[config.mk]
export PLATFORM = sky130hd
export DESIGN_NAME = fb_write_ctrl_flat
export DESIGN_NICKNAME = d
export VERILOG_FILES = /design/src/rtl/fb_pkg.sv /design/src/rtl/fb_write_ctrl_if.sv /design/src/rtl/ftdi_sync_rx.sv /design/src/rtl/fb_write_ctrl.sv /design/src/flat_wrapper.sv
export SDC_FILE = /design/constraint.sdc
export NUM_CORES = 1
export LEC_CHECK = 0
export BUFFER_PORTS_ARGS = -buffer_cell sky130_fd_sc_hd__buf_2
export CAP_MARGIN = 20
export CORE_MARGIN = 1.5
export CORE_UTILIZATION = 62
export CTS_BUF_LIST = sky130_fd_sc_hd__clkbuf_8
export DETAILED_ROUTE_END_ITERATION = 8
export GPL_ROUTABILITY_DRIVEN = 1
export HOLD_SLACK_MARGIN = 0.06
export PLACE_DENSITY = 0.87
export SYNTH_ARGS = -nofsm -noshare
export SYNTH_HDL_FRONTEND = slang
export SYNTH_SLANG_ARGS = --single-unit
[constraint.sdc]
create_clock -name clk_60 -period 4.1 [get_ports clk_60]
set_input_delay 0.82 -clock clk_60 [delete_from_list [all_inputs] [get_ports clk_60]]
set_output_delay 0.82 -clock clk_60 [all_outputs]
set_load 0.01 [all_outputs]
[src/rtl/fb_pkg.sv]
// Shared definitions for the framebuffer write path.
// Holds frame geometry, the FT245 byte-lane layout of a pixel, the
// write-side FSM state type and the pixel packing helper.
package fb_pkg;

  localparam int FRAME_PIXELS  = 16384;
  localparam int FB_ADDR_WIDTH = 14;
  localparam int FB_DATA_WIDTH = 20;

  // b2 carries the start-of-frame flag in its MSB.
  localparam int SOF_BIT = 7;

  // Byte lanes of one pixel as they arrive on the FIFO.
  localparam logic [1:0] LANE_B0 = 2'd0;  // pix[7:0]
  localparam logic [1:0] LANE_B1 = 2'd1;  // pix[15:8]
  localparam logic [1:0] LANE_B2 = 2'd2;  // {SOF, 3'bx, pix[19:16]}

  typedef enum logic [1:0] {IDLE, OE, READ, FULL} fb_wr_state_t;

  // Assemble a pixel from its two low bytes and the low nibble of b2.
  function automatic logic [FB_DATA_WIDTH-1:0] fb_pack_pixel(
    input logic [7:0] b0,
    input logic [7:0] b1,
    input logic [3:0] hi
  );
    return {hi, b1, b0};
  endfunction

endpackage

[src/rtl/fb_write_ctrl_if.sv]
// Bus bundle between the write controller and its surroundings.
//   FT245 read side : ftdi_data, ftdi_rxf_n (in), ftdi_oe_n, ftdi_rd_n (out)
//   Framebuffer port: wdata, waddr, we (out)
//   Swap handshake  : full_ftdi (out), swapped_ftdi (in)
// master = the controller, slave = FIFO/framebuffer/swap logic.
interface fb_write_ctrl_if;

  logic [7:0]                       ftdi_data;
  logic                             ftdi_rxf_n;
  logic                             ftdi_oe_n;
  logic                             ftdi_rd_n;
  logic [fb_pkg::FB_DATA_WIDTH-1:0] wdata;
  logic [fb_pkg::FB_ADDR_WIDTH-1:0] waddr;
  logic                             we;
  logic                             full_ftdi;
  logic                             swapped_ftdi;

  modport master (
    input  ftdi_data, ftdi_rxf_n, swapped_ftdi,
    output ftdi_oe_n, ftdi_rd_n, wdata, waddr, we, full_ftdi
  );

  modport slave (
    output ftdi_data, ftdi_rxf_n, swapped_ftdi,
    input  ftdi_oe_n, ftdi_rd_n, wdata, waddr, we, full_ftdi
  );

endinterface

[src/rtl/ftdi_sync_rx.sv]
// FT245 synchronous-FIFO read handshake.
// Ports:
//   clk_60, rst_n : clock, synchronous active-low reset
//   rxf_n         : FIFO has data (active low)
//   stall         : the byte accepted this cycle completes the frame;
//                   stop reading and park in FULL
//   resume        : leave FULL (buffer swap seen)
//   oe_n, rd_n    : FT245 output enable / read strobe
//   byte_vld      : ftdi_data holds an accepted byte this cycle
module ftdi_sync_rx
  import fb_pkg::*;
(
  input  logic clk_60,
  input  logic rst_n,
  input  logic rxf_n,
  input  logic stall,
  input  logic resume,
  output logic oe_n,
  output logic rd_n,
  output logic byte_vld
);

  fb_wr_state_t state_q, state_d;

  always_ff @(posedge clk_60) begin
    if (!rst_n) state_q <= IDLE;
    else        state_q <= state_d;
  end

  // Kept out of the FSM block: stall is derived from byte_vld in the
  // parent, so folding it in would look like a combinational loop.
  assign byte_vld = (state_q == READ) && !rxf_n;

  always_comb begin
    state_d = state_q;
    oe_n    = 1'b1;
    rd_n    = 1'b1;
    unique case (state_q)
      IDLE: if (!rxf_n) state_d = OE;
      // One bus-turnaround cycle with the FTDI driving before strobing.
      OE: begin
        oe_n    = 1'b0;
        state_d = rxf_n ? IDLE : READ;
      end
      READ: begin
        oe_n = 1'b0;
        rd_n = 1'b0;
        if (rxf_n)      state_d = IDLE;
        else if (stall) state_d = FULL;
      end
      FULL: if (resume) state_d = IDLE;
      default: state_d = IDLE;
    endcase
  end

endmodule

[src/rtl/fb_write_ctrl.sv]
// Write-side controller of the double-buffered framebuffer (clk_60 domain).
// Drains the FT245 byte stream, packs three bytes per 20-bit pixel and
// writes it to the framebuffer. After the last pixel of a frame it raises
// full_ftdi and stops reading until swapped_ftdi arrives.
// Ports:
//   clk_60, rst_n : FTDI clock, synchronous active-low reset
//   bus (master)  : FT245 read bus, framebuffer write port, full/swap
module fb_write_ctrl
  import fb_pkg::*;
#(
  parameter int FRAME_PIXELS = fb_pkg::FRAME_PIXELS,
  parameter int ADDR_WIDTH   = fb_pkg::FB_ADDR_WIDTH,
  parameter int DATA_WIDTH   = fb_pkg::FB_DATA_WIDTH
) (
  input  logic                   clk_60,
  input  logic                   rst_n,
  fb_write_ctrl_if.master        bus
);

  logic [1:0]            idx_q, idx_d;
  logic [7:0]            b0_q, b0_d, b1_q, b1_d;
  logic [ADDR_WIDTH-1:0] addr_q, addr_d, waddr_q, waddr_d;
  logic [DATA_WIDTH-1:0] wdata_q, wdata_d;
  logic                  we_q, we_d, full_q, full_d;

  logic                  byte_vld, pix_done, sof, frame_end, resume;
  logic [ADDR_WIDTH-1:0] tgt_addr;

  // Only the trailing byte of a pixel carries SOF; tgt_addr is meaningful
  // only when pix_done is set.
  assign pix_done  = byte_vld && (idx_q == LANE_B2);
  assign sof       = bus.ftdi_data[SOF_BIT];
  assign tgt_addr  = sof ? '0 : addr_q;
  assign frame_end = pix_done && (tgt_addr == ADDR_WIDTH'(FRAME_PIXELS - 1));
  // A swap pulse means nothing unless a frame is waiting on it.
  assign resume    = full_q && bus.swapped_ftdi;

  ftdi_sync_rx u_rx (
    .clk_60   (clk_60),
    .rst_n    (rst_n),
    .rxf_n    (bus.ftdi_rxf_n),
    .stall    (frame_end),
    .resume   (resume),
    .oe_n     (bus.ftdi_oe_n),
    .rd_n     (bus.ftdi_rd_n),
    .byte_vld (byte_vld)
  );

  always_comb begin
    idx_d   = idx_q;
    b0_d    = b0_q;
    b1_d    = b1_q;
    addr_d  = addr_q;
    waddr_d = waddr_q;
    wdata_d = wdata_q;
    we_d    = 1'b0;
    full_d  = full_q;
    // Byte index and partial pixel persist across FIFO-empty gaps.
    if (byte_vld) begin
      case (idx_q)
        LANE_B0: begin
          b0_d  = bus.ftdi_data;
          idx_d = LANE_B1;
        end
        LANE_B1: begin
          b1_d  = bus.ftdi_data;
          idx_d = LANE_B2;
        end
        default: begin
          we_d    = 1'b1;
          wdata_d = DATA_WIDTH'(fb_pack_pixel(b0_q, b1_q, bus.ftdi_data[3:0]));
          waddr_d = tgt_addr;
          // Wraps only on the last pixel; FULL holds it until the swap
          // clears it anyway.
          addr_d  = tgt_addr + 1'b1;
          idx_d   = LANE_B0;
          if (frame_end) full_d = 1'b1;
        end
      endcase
    end
    if (resume) begin
      full_d = 1'b0;
      addr_d = '0;
      idx_d  = LANE_B0;
    end
  end

  always_ff @(posedge clk_60) begin
    if (!rst_n) begin
      idx_q   <= LANE_B0;
      b0_q    <= '0;
      b1_q    <= '0;
      addr_q  <= '0;
      waddr_q <= '0;
      wdata_q <= '0;
      we_q    <= 1'b0;
      full_q  <= 1'b0;
    end else begin
      idx_q   <= idx_d;
      b0_q    <= b0_d;
      b1_q    <= b1_d;
      addr_q  <= addr_d;
      waddr_q <= waddr_d;
      wdata_q <= wdata_d;
      we_q    <= we_d;
      full_q  <= full_d;
    end
  end

  assign bus.wdata     = wdata_q;
  assign bus.waddr     = waddr_q;
  assign bus.we        = we_q;
  assign bus.full_ftdi = full_q;

endmodule

[src/flat_wrapper.sv]
// flat-port wrapper written by rule: the top's interface ports become plain ports
module fb_write_ctrl_flat import fb_pkg::*;
#(
  parameter int FRAME_PIXELS = fb_pkg::FRAME_PIXELS,
  parameter int ADDR_WIDTH   = fb_pkg::FB_ADDR_WIDTH,
  parameter int DATA_WIDTH   = fb_pkg::FB_DATA_WIDTH
)
  (clk_60, rst_n, bus_ftdi_data, bus_ftdi_rxf_n, bus_swapped_ftdi, bus_ftdi_oe_n, bus_ftdi_rd_n, bus_wdata, bus_waddr, bus_we, bus_full_ftdi);
  fb_write_ctrl_if bus_i ();
  input  logic clk_60;
  input  logic rst_n;
  input wire logic [$bits(bus_i.ftdi_data)-1:0] bus_ftdi_data;
  input wire logic [$bits(bus_i.ftdi_rxf_n)-1:0] bus_ftdi_rxf_n;
  input wire logic [$bits(bus_i.swapped_ftdi)-1:0] bus_swapped_ftdi;
  output wire logic [$bits(bus_i.ftdi_oe_n)-1:0] bus_ftdi_oe_n;
  output wire logic [$bits(bus_i.ftdi_rd_n)-1:0] bus_ftdi_rd_n;
  output wire logic [$bits(bus_i.wdata)-1:0] bus_wdata;
  output wire logic [$bits(bus_i.waddr)-1:0] bus_waddr;
  output wire logic [$bits(bus_i.we)-1:0] bus_we;
  output wire logic [$bits(bus_i.full_ftdi)-1:0] bus_full_ftdi;
  assign bus_i.ftdi_data = bus_ftdi_data;
  assign bus_i.ftdi_rxf_n = bus_ftdi_rxf_n;
  assign bus_i.swapped_ftdi = bus_swapped_ftdi;
  assign bus_ftdi_oe_n = bus_i.ftdi_oe_n;
  assign bus_ftdi_rd_n = bus_i.ftdi_rd_n;
  assign bus_wdata = bus_i.wdata;
  assign bus_waddr = bus_i.waddr;
  assign bus_we = bus_i.we;
  assign bus_full_ftdi = bus_i.full_ftdi;
  fb_write_ctrl #(.FRAME_PIXELS(FRAME_PIXELS), .ADDR_WIDTH(ADDR_WIDTH), .DATA_WIDTH(DATA_WIDTH)) u_core (.clk_60(clk_60), .rst_n(rst_n), .bus(bus_i));
endmodule
[After elaboration in Yosys (flattened, before gate mapping)]
Cells that the tools add are included.
Operators by class
  $add $sub $neg: 1
  eq/ne operators: 9
  multiplexer cells: 11
  bitwise operators: 2
  reduce and logical (&&, ||, !) cells: 16
Operators by type and width (number)
  $add 14x1->14 const B: 1
  $eq 14x14->1 const B: 1
  $mux 14: 1
  $mux 2: 5
  $pmux 2 s4: 1
  $reduce_and 2->1: 4
  $eq 2x2->1 const B: 3
  $reduce_and 3->1: 2
  $reduce_or 2->1: 3
  $eq 2x1->1 const B: 2
  $logic_and 1x1->1: 4
  $logic_not 2->1: 2
  $pmux 2 s2: 1
  $mux 1: 3
  $ne 3x2->1 const B: 1
  $ne 2x1->1 const B: 1
  $ne 2x2->1 const B: 1
  $not 1->1: 2
  $logic_not 1->1: 1
Storage, ports and cells
  register bits: 70
  input bits: 12
  output and inout port bits: 38
  word-level logic and storage cells: 48

[Depth between registers and ports, before layout]
Gate-level depths: netlist of run 1.
  word-level depth: 7
  depth in mapped cells: 7
  depth with buffers taken out: 6

[By module]
From an unflattened synthesis of run 1, not the netlist that was laid out.
Second synthesis, totals
  cell total of the unflattened synthesis: 333
  area, all modules: 3000.4 um^2
By module, submodules not included
  fb_write_ctrl: instances 1, cells each 310, area an instance 2800.2 um^2, seq. area each 1361.3 um^2
  ftdi_sync_rx: instances 1, cells each 23, area an instance 200.2 um^2, seq. area each 40.0 um^2

[Worst setup path after synthesis of run 1]
OpenSTA, ideal clock, no wires.
  path kind: input to register
  from: input bus_ftdi_data[7]
  to: register u_core.addr_q[12]
  library setup time: 0.074 ns
  arrival: 2.276 ns
  data required time: 4.026 ns
  path slack: 1.750 ns
  stages on the path: 7
  path buffers: 1
  path through: buf_6 -> nor2b_1 -> ha_1 -> and4_2 -> nand4_4 -> or4_1 -> a31oi_1
Between the ends
  word-level cells in the longest chain between the ends: 2
RTL lines
  from (decl): RTL line flat_wrapper.sv:12  | input wire logic [$bits(bus_i.ftdi_data)-1:0] bus_ftdi_data;
  $mux 14: RTL line fb_write_ctrl.sv:33  | assign tgt_addr = sof ? '0 : addr_q;
  via u_core.tgt_addr[0]: RTL line fb_write_ctrl.sv:27  | logic [ADDR_WIDTH-1:0] tgt_addr;
  $add 14x1->14: RTL line fb_write_ctrl.sv:75  | addr_d = tgt_addr + 1'b1;
  to (signal assigned): RTL line fb_write_ctrl.sv:102  | addr_q <= addr_d;
  to (decl): RTL line fb_write_ctrl.sv:22  | logic [ADDR_WIDTH-1:0] addr_q, addr_d, waddr_q, waddr_d;
The timed path passes the listed nets, and every way through them passes these cells.
A chain may end at the register's enable or synchronous reset.

[Worst setup path after layout of run 1]
Same ends and word-level chain as after synthesis.

==> results of run 1 <==
## synth_stat cells (2+ instances only)
| library cell | n | area [sq um] |
|---|---|---|
| nor2_1 | 8 | 30.0 |
| nor3_1 | 2 | 10.0 |
| nand2_1 | 96 | 360 |
| and4_2 | 2 | 20.0 |
| a21boi_0 | 37 | 278 |
| nor2b_1 | 15 | 93.8 |
| dfxtp_1 | 70 | 1400 |
| nand3b_1 | 2 | 15.0 |
| ha_1 | 6 | 75.1 |
| clkbuf_1 | 14 | 52.6 |
| mux2i_1 | 3 | 30.0 |
| inv_1 | 5 | 18.8 |
| a21oi_1 | 26 | 130 |
| and3_1 | 10 | 62.6 |
| buf_1 | 2 | 7.51 |
| nand2b_1 | 2 | 12.5 |
| buf_2 | 3 | 15.0 |
| nand4b_1 | 2 | 17.5 |
| o211ai_1 | 2 | 15.0 |
| and2_1 | 3 | 18.8 |
| o21ai_0 | 7 | 35.0 |
| and3b_1 | 2 | 17.5 |
| nor3b_1 | 2 | 15.0 |
| or3_1 | 3 | 18.8 |
| buf_6 | 3 | 33.8 |
| a22oi_1 | 2 | 15.0 |
| a21o_1 | 2 | 15.0 |
| nand3_1 | 9 | 45.0 |
## cells in the final DEF (no fill, tap or decap), types with 2 or more instances in the layout
master,count
nand2_1,96
dfxtp_1,70
buf_2,49
a21boi_0,37
a21oi_1,26
nor2b_1,15
and3_1,10
nand3_1,9
clkbuf_8,9
nor2_1,8
o21ai_0,7
ha_1,6
inv_1,5
or3_1,3
and2_1,3
mux2i_1,3
and4_2,2
a21o_1,2
nor3_1,2
and3b_1,2
a22oi_1,2
nand2b_1,2
nand4b_1,2
nor3b_1,2
nand3b_1,2
o211ai_1,2
bufinv_16,2
clkinv_2,2
clkinv_4,2
buf_4,2
## metrics by stage
step | total power [mW] | hold WS, ns | util [%] | cell area [sq um] | setup slack [ns]
final | 1.34 | 0.463 | 73.8 | 3490 | 1.82
after global routing | 1.38 | 0.487 | 73.8 | 3490 | 1.64
after CTS | 1.35 | 0.465 | 73.8 | 3490 | 1.83
after detailed placement | 0.747 | 0.458 | 69.1 | 3270 | 1.49
after global placement | 0.747 | 0.450 | 69.1 | 3270 | 1.53
after floorplan | 0.734 | 0.441 | - | 3040 | 1.75
## power groups by stage
stage          registers [mW]  logic [mW]  clock network [mW]
2_1_floorplan           0.699      0.0347                   0
3_3_place_gp            0.700      0.0471                   0
3_5_place_dp            0.700      0.0478                   0
4_1_cts                 0.684      0.0482               0.616
5_1_grt                 0.684      0.0531               0.646
6_report                0.684      0.0481               0.612
## sequential cells by signal, indices dropped and copies added, names as in the netlist
register and count:
u_core.bus.full_ftdi 1, u_core.bus.waddr 14, u_core.b1_q 8, u_core.bus.we 1, u_core.b0_q 8, u_core.addr_q 14, u_core.idx_q 2, u_core.u_rx.state_q 2
u_core.bus.wdata 20
## worst paths after layout
| kind | end | startpoint |
|---|---|---|
| setup / recovery | u_core.addr_q[12] | bus_ftdi_data[7] |
| hold / removal | u_core.bus.wdata[16] | u_core.bus.wdata[16] |
| hold reg to reg | u_core.bus.wdata[16] | u_core.bus.wdata[16] |
| setup reg to reg | u_core.addr_q[6] | u_core.u_rx.state_q[0] |
## per-layer routing
metal / vias up / global-route usage, % / routed length (um)
met2: 81 / 40.1 / 2970
li1: 1288 / - / -
met4: 0 / 9.43 / 65
met5: - / 0 / 0
met1: 1205 / 32.2 / 2900
met3: 6 / 6.08 / 328
## cell type report
cell class	instances	area (sq um)	share of cell area [%]
Sequential cell	70	1400	40.2
Tap cell	67	83.8	2.40
Inverter	5	18.8	0.538
Multi-Input combinational cell	261	1500	43.1
Timing Repair Buffer	51	260	7.47
Clock buffer	9	124	3.55
Clock inverter	7	96.3	2.76
## worst register-to-register path: cells and delay by family, from the launching register on
| family | cells | cell delay [ns] |
|---|---|---|
| AO/OA/AOI/OAI | 1 | 0.17 |
| adder cells (fa/ha/maj) | 1 | 0.29 |
| buffers and inverters | 2 | 0.57 |
| flip-flops | 1 | 0.35 |
| AND/OR/NAND/NOR | 3 | 0.79 |
## cells by family after synthesis
| family | after synthesis | synth area share [%] |
|---|---|---|
| xor+xnor | 1 | 0.288 |
| simple gates | 168 | 27.7 |
| flops | 70 | 46.1 |
| buf+inv | 29 | 4.61 |
| mux | 3 | 0.987 |
| compound gates | 83 | 17.9 |
| fa+ha+maj | 6 | 2.47 |
==> impl_metrics.py, run 1 <==
metrics = {
    "worst_setup_path": {
        "critPathBufInv": 1,
        "worstSetupPathDepth": 7,
        "max_stage_delay_ns": 0.42,
        "critPathMaxFanout": 18,
        "slowest_stage": "or4_1",
        "critical_path_class": "in2reg",
        "rrSetupSlack_ns": 1.85,
        "end_kind": "register",
        "cp.arrival_ns": 2.54,
        "crit_chain": "buf_2 > nor2b_1 > ha_1 > and4_2 > nand4_4 > or4_1 > a31oi_1",
        "worst_ep_required_time_ns": 4.35,
        "start_kind": "input port",
        "critPathTopFamily": "simple AND/OR/NAND/NOR gates",
        "r2r_cells": 7,
    },
    "cts": {
        "post_cts_resized": 0,
        "numCtsBuffers": 9,
        "clkSlewWorstSetupHoldPaths_ns": 0.07,
        "cts-htree-levels": 3,
        "clk_latency_ns": 0.34,
        "cts_tree": "built",
        "cts_setup_buffers": 0,
        "numClockSinks": 70,
        "cts-root-buf": "clkbuf_8",
        "ctsHoldBuffers": 0,
        "clockBufferDepth": 2,
    },
    "logic_synthesis": {
        "ys_warn_count": 0,
        "ys_async_sr_fraction_pct": 0,
        "syn_avg_cell_area_sq_um": 8.45,
        "ys_seq_area_share_pct": 46.1,
        "synthFlopType": "dfxtp_1",
        "synthesis.area_sq_um": 3040,
        "synthCells": 360,
        "synth_edf_count": 0,
        "yosysUniqueCellTypes": 48,
        "synthesis.nets": 378,
        "synth.ff_latch_count": 70,
    },
    "layout": {
        "drive_gt1_share_pct": 19.1,
        "syn_to_final_growth_pct": 14.6,
        "fill_cells": 358,
        "nets": 416,
        "fin_cells": 470,
        "n_antenna_cell": 0,
    },
    "power": {
        "seqPwrFrac_pct": 50.9,
        "power.switching_mw": 0.298,
        "switching_share_pct": 22.2,
        "internal-power_mw": 1.05,
        "combPwrFrac_pct": 3.6,
        "vdd_drop_max_mv": 0.388,
        "clkPwrFrac_pct": 45.6,
        "cellPowerDensity_nw_per_um2": 386,
        "p_leak_nw": 1.41,
    },
    "timing": {
        "tightestPinTransition_ns": 0.760,
        "fin_worst_skew_ns": 0.00754,
        "relSlewSlack_pct": 49.3,
        "post-route-min-period_ns": 2.28,
        "drv_slew": 0,
        "grt_setup_unrepaired": "no",
        "fmax_mhz": 438,
        "finalSetupViolCount": 0,
        "fin_setup_tns_ns": 0,
        "post-route-period-util_pct": 55.7,
        "hold_viol": 0,
    },
    "detailed_routing": {
        "vias": 2580,
        "drtIter0Drc": 167,
        "wl_per_cell_um": 13.3,
        "finalWirelength_um": 6270,
        "via_per_inst": 5.49,
        "first_pass_iters": 4,
        "drc": 0,
        "drtAntennaViolNets": 0,
    },
    "global_routing": {
        "grt_pass1_vias": 2406,
        "grt_pass1_wl_um": 10400,
        "antenna_found_initial": 0,
        "grt.total_usage_pct": 24.9,
        "grt_overflow": 0,
        "grt_max_degree": 57,
    },
    "placement": {
        "placed_cells": 454,
        "io_buffers": 49,
        "place_hpwl_um": 4050,
        "routabilityCongestion": 0.805,
    },
    "floorplanning": {
        "initial_core_util_pct": 64.4,
        "die_x_um": 73.1,
        "fp.dieH_um": 73.1,
        "core_sq_um": 4720,
        "io_pins": 50,
        "dieArea_sq_um": 5340,
        "core.rowCount": 25,
    },
    "worst_hold_path": {
        "holdPathStages": 2,
        "min_path_type": "reg2reg",
    },
    "job": {
        "drv_cap": 0,
    },
    "run_status": {
        "status": "finished, final reports clean",
    },
}
No activity file was read; power rests on OpenSTA's default activity.
==> inputs of run 2 (changes only) <==
Settings changed: ABC_AREA set to 1, CORE_UTILIZATION 62 to 52, PLACE_DENSITY 0.87 to 0.78.
Clock period 4.1 ns to 1.9 ns, I/O delays scaled along.
==> run 2 against run 1 <==
Global-route usage is 2.2 points lower; cell count is 8.1% higher; critical path depth is 1 higher; first-iteration DRC count is 5.4% lower; combinational power grew to 7.3 times the previous value; register-to-register slack worse by 1.7 ns; clock skew is 0.00079 ns lower; clock power is 65% higher; count of clock-buffer cells in the layout stayed put; highest routed layer unchanged.
==> impl_metrics.py, run 2 <==
metrics = {
    "timing": {
        "tightestPinTransition_ns": 0.384,
        "relSlewSlack_pct": 74.4,
        "fmax_mhz": 563,
        "hold_viol": 0,
        "grt_setup_unrepaired": "no",
        "post-route-period-util_pct": 93.4,
        "timing.hold.ws_ns": 0.279,
        "drv_slew": 0,
        "fin_setup_tns_ns": 0,
        "fin_worst_skew_ns": 0.00676,
        "post-route-min-period_ns": 1.78,
        "finalSetupViolCount": 0,
    },
    "worst_setup_path": {
        "end_kind": "register",
        "crit_path_start": "u_core.u_rx.state_q[0]",
        "slowest_stage": "dfxtp_1",
        "max_stage_delay_ns": 0.34,
        "cp.arrival_ns": 2.05,
        "crit_chain": "inv_1 > ha_1 > nand2_2 > nor2_4 > buf_4 > nand2_1 > or2_2 > a21oi_1",
        "start_kind": "register",
        "critPathMaxFanout": 12,
        "critical_path_class": "reg2reg",
        "reg2reg_from": "u_core.u_rx.state_q[0]",
        "worst_ep_required_time_ns": 2.17,
    },
    "floorplanning": {
        "dieArea_sq_um": 5870,
        "die_x_um": 76.6,
        "fp.dieH_um": 76.6,
        "initial_core_util_pct": 54.5,
        "io_pins": 50,
        "core_sq_um": 5170,
        "core.rowCount": 26,
    },
    "worst_hold_path": {
        "min_path_type": "in2reg",
        "worst_hold_startpoint": "bus_ftdi_data[6]",
    },
    "layout": {
        "nets": 452,
        "syn_to_final_growth_pct": 18.7,
        "n_antenna_cell": 0,
        "mostFrequentLayoutCell": "nor2_1",
        "largest_register_ffs": 20,
        "fill_cells": 450,
        "drive_gt1_share_pct": 21.2,
        "layout_common_cells": "nor2_1 (96), dfxtp_1 (70), buf_2 (49)",
    },
    "logic_synthesis": {
        "yosysTopAreaCell": "dfxtp_1",
        "synth.ff_latch_count": 70,
        "ys_async_sr_fraction_pct": 0,
        "syn_avg_cell_area_sq_um": 7.49,
        "post-synth-top-count-cell": "nor2_1",
        "ys_seq_area_share_pct": 49.7,
        "synth_edf_count": 0,
        "yosysTopAreaCellShare_pct": 49.7,
        "synthesis.nets": 394,
        "yosysUniqueCellTypes": 30,
        "synthFlopType": "dfxtp_1",
        "synth_common_cells": "nor2_1 (96), dfxtp_1 (70), o21ai_0 (49)",
        "synthesis.area_sq_um": 2820,
        "synthCells": 376,
        "ys_warn_count": 0,
        "ys_top_cells_by_area": "dfxtp_1 (50%), nor2_1 (13%), o21ai_0 (8.7%), nand2_1 (6.1%), a21oi_1 (3.7%)",
    },
    "power": {
        "vdd_drop_max_mv": 0.589,
        "seqPwrFrac_pct": 53.4,
        "switching_share_pct": 27.8,
        "power.switching_mw": 0.812,
        "cellPowerDensity_nw_per_um2": 875,
        "combPwrFrac_pct": 12.0,
        "clkPwrFrac_pct": 34.6,
        "p_leak_nw": 1.53,
        "internal-power_mw": 2.11,
    },
    "placement": {
        "place_hpwl_um": 4260,
        "io_buffers": 49,
        "routabilityCongestion": 0.829,
    },
    "cts": {
        "cts_tree": "built",
        "clk_latency_ns": 0.34,
        "numCtsBuffers": 9,
        "numClockSinks": 70,
        "clkSlewWorstSetupHoldPaths_ns": 0.08,
        "cts-htree-levels": 3,
        "cts-root-buf": "clkbuf_8",
        "clockBufferDepth": 2,
    },
    "global_routing": {
        "grt.total_usage_pct": 22.7,
        "grt_max_degree": 48,
        "antenna_found_initial": 0,
        "grt_pass1_vias": 2429,
        "grt_pass1_wl_um": 10700,
        "grt_overflow": 0,
    },
    "detailed_routing": {
        "drtAntennaViolNets": 0,
        "drc": 0,
        "finalWirelength_um": 6400,
        "via_per_inst": 5.10,
        "wl_per_cell_um": 12.6,
        "vias": 2591,
        "first_pass_iters": 4,
        "drtIter0Drc": 158,
    },
    "run_status": {
        "status": "finished, final reports clean",
    },
    "job": {
        "drv_cap": 0,
    },
}
run 2: cell types whose count changed after synthesis, moves of 6 or more:
cell / before / now
nor2_1: 8 / 96
nor2_2: 0 / 6
nor2b_1: 15 / 0
nand3_1: 9 / 18
a21boi_0: 37 / 0
and3_1: 10 / 0
o21ai_0: 7 / 49
nand2_1: 96 / 46
inv_1: 5 / 24
clkbuf_1: 14 / 6
run 2: cell type report:
type | instances | area (sq um) | share of cell area [%]
Multi-Input combinational cell | 264 | 1250 | 37.4
Timing Repair Buffer | 60 | 332 | 9.91
Inverter | 29 | 111 | 3.33
Tap cell | 70 | 87.6 | 2.62
Sequential cell | 70 | 1400 | 41.9
Clock inverter | 6 | 38.8 | 1.16
Clock buffer | 9 | 124 | 3.70
run 2: per-layer routing:
layer	GRT usage [%]	routed length (um)	vias up
met3	6.35	399	4
met1	30.4	3100	1167
met4	7.41	29	0
li1	-	-	1330
met5	0	0	-
met2	35.3	2880	90
run 2: power by group through the flow:
stage	combinational [mW]	sequential, mW	clock, mW
after global routing	0.403	1.57	1.10
final	0.350	1.56	1.01
after floorplan	0.240	1.59	0
after CTS	0.350	1.56	1.03
after detailed placement	0.347	1.60	0
after global placement	0.334	1.59	0
run 2: repair_timing:
item	CTS	global route
gates resized for setup	0	4
hold buffers	0	0
endpoints found under the setup margin	0	17
buffers inserted	0	3
run 2: worst paths after layout:
kind                               to  slack [ns]  depth (start not counted)
hold / removal         u_core.b0_q[6]        0.28                          3
hold reg to reg   u_core.bus.waddr[3]        0.47                          2
setup / recovery     u_core.addr_q[4]        0.12                          8
setup reg to reg     u_core.addr_q[4]        0.12                          8
run 2: cells by family after synthesis:
kind of cell	Yosys count	share of synthesized area, %
compound gates	78	14.5
xor+xnor	2	0.622
fa+ha+maj	6	2.66
buf+inv	43	6.35
flops	70	49.7
simple gates	177	26.2
run 2: worst max-delay path, delay by kind of cell (launching register included):
kind                       cells  cell delay [ns]
and+or+nand+nor                4             0.69
AOI/OAI and AO/OA              1             0.12
adders and majority gates      1             0.22
DFF                            1             0.34
buffers and inverters          2             0.34
run 2: stage by stage:
| stage | cell area, sq um | util, % | cells | setup slack (ns) | power (mW) |
|---|---|---|---|---|---|
| finish | 3350 | 64.7 | 508 | 0.125 | 2.93 |
| global route | 3350 | 64.7 | 508 | 0.0182 | 3.07 |
| CTS | 3310 | 63.9 | 504 | 0.0753 | 2.94 |
| detailed placement | 3140 | 60.8 | 489 | 0.0862 | 1.94 |
| global placement | 3140 | 60.8 | 489 | 0.167 | 1.93 |
| floorplan | 2820 | - | 376 | 0.417 | 1.83 |
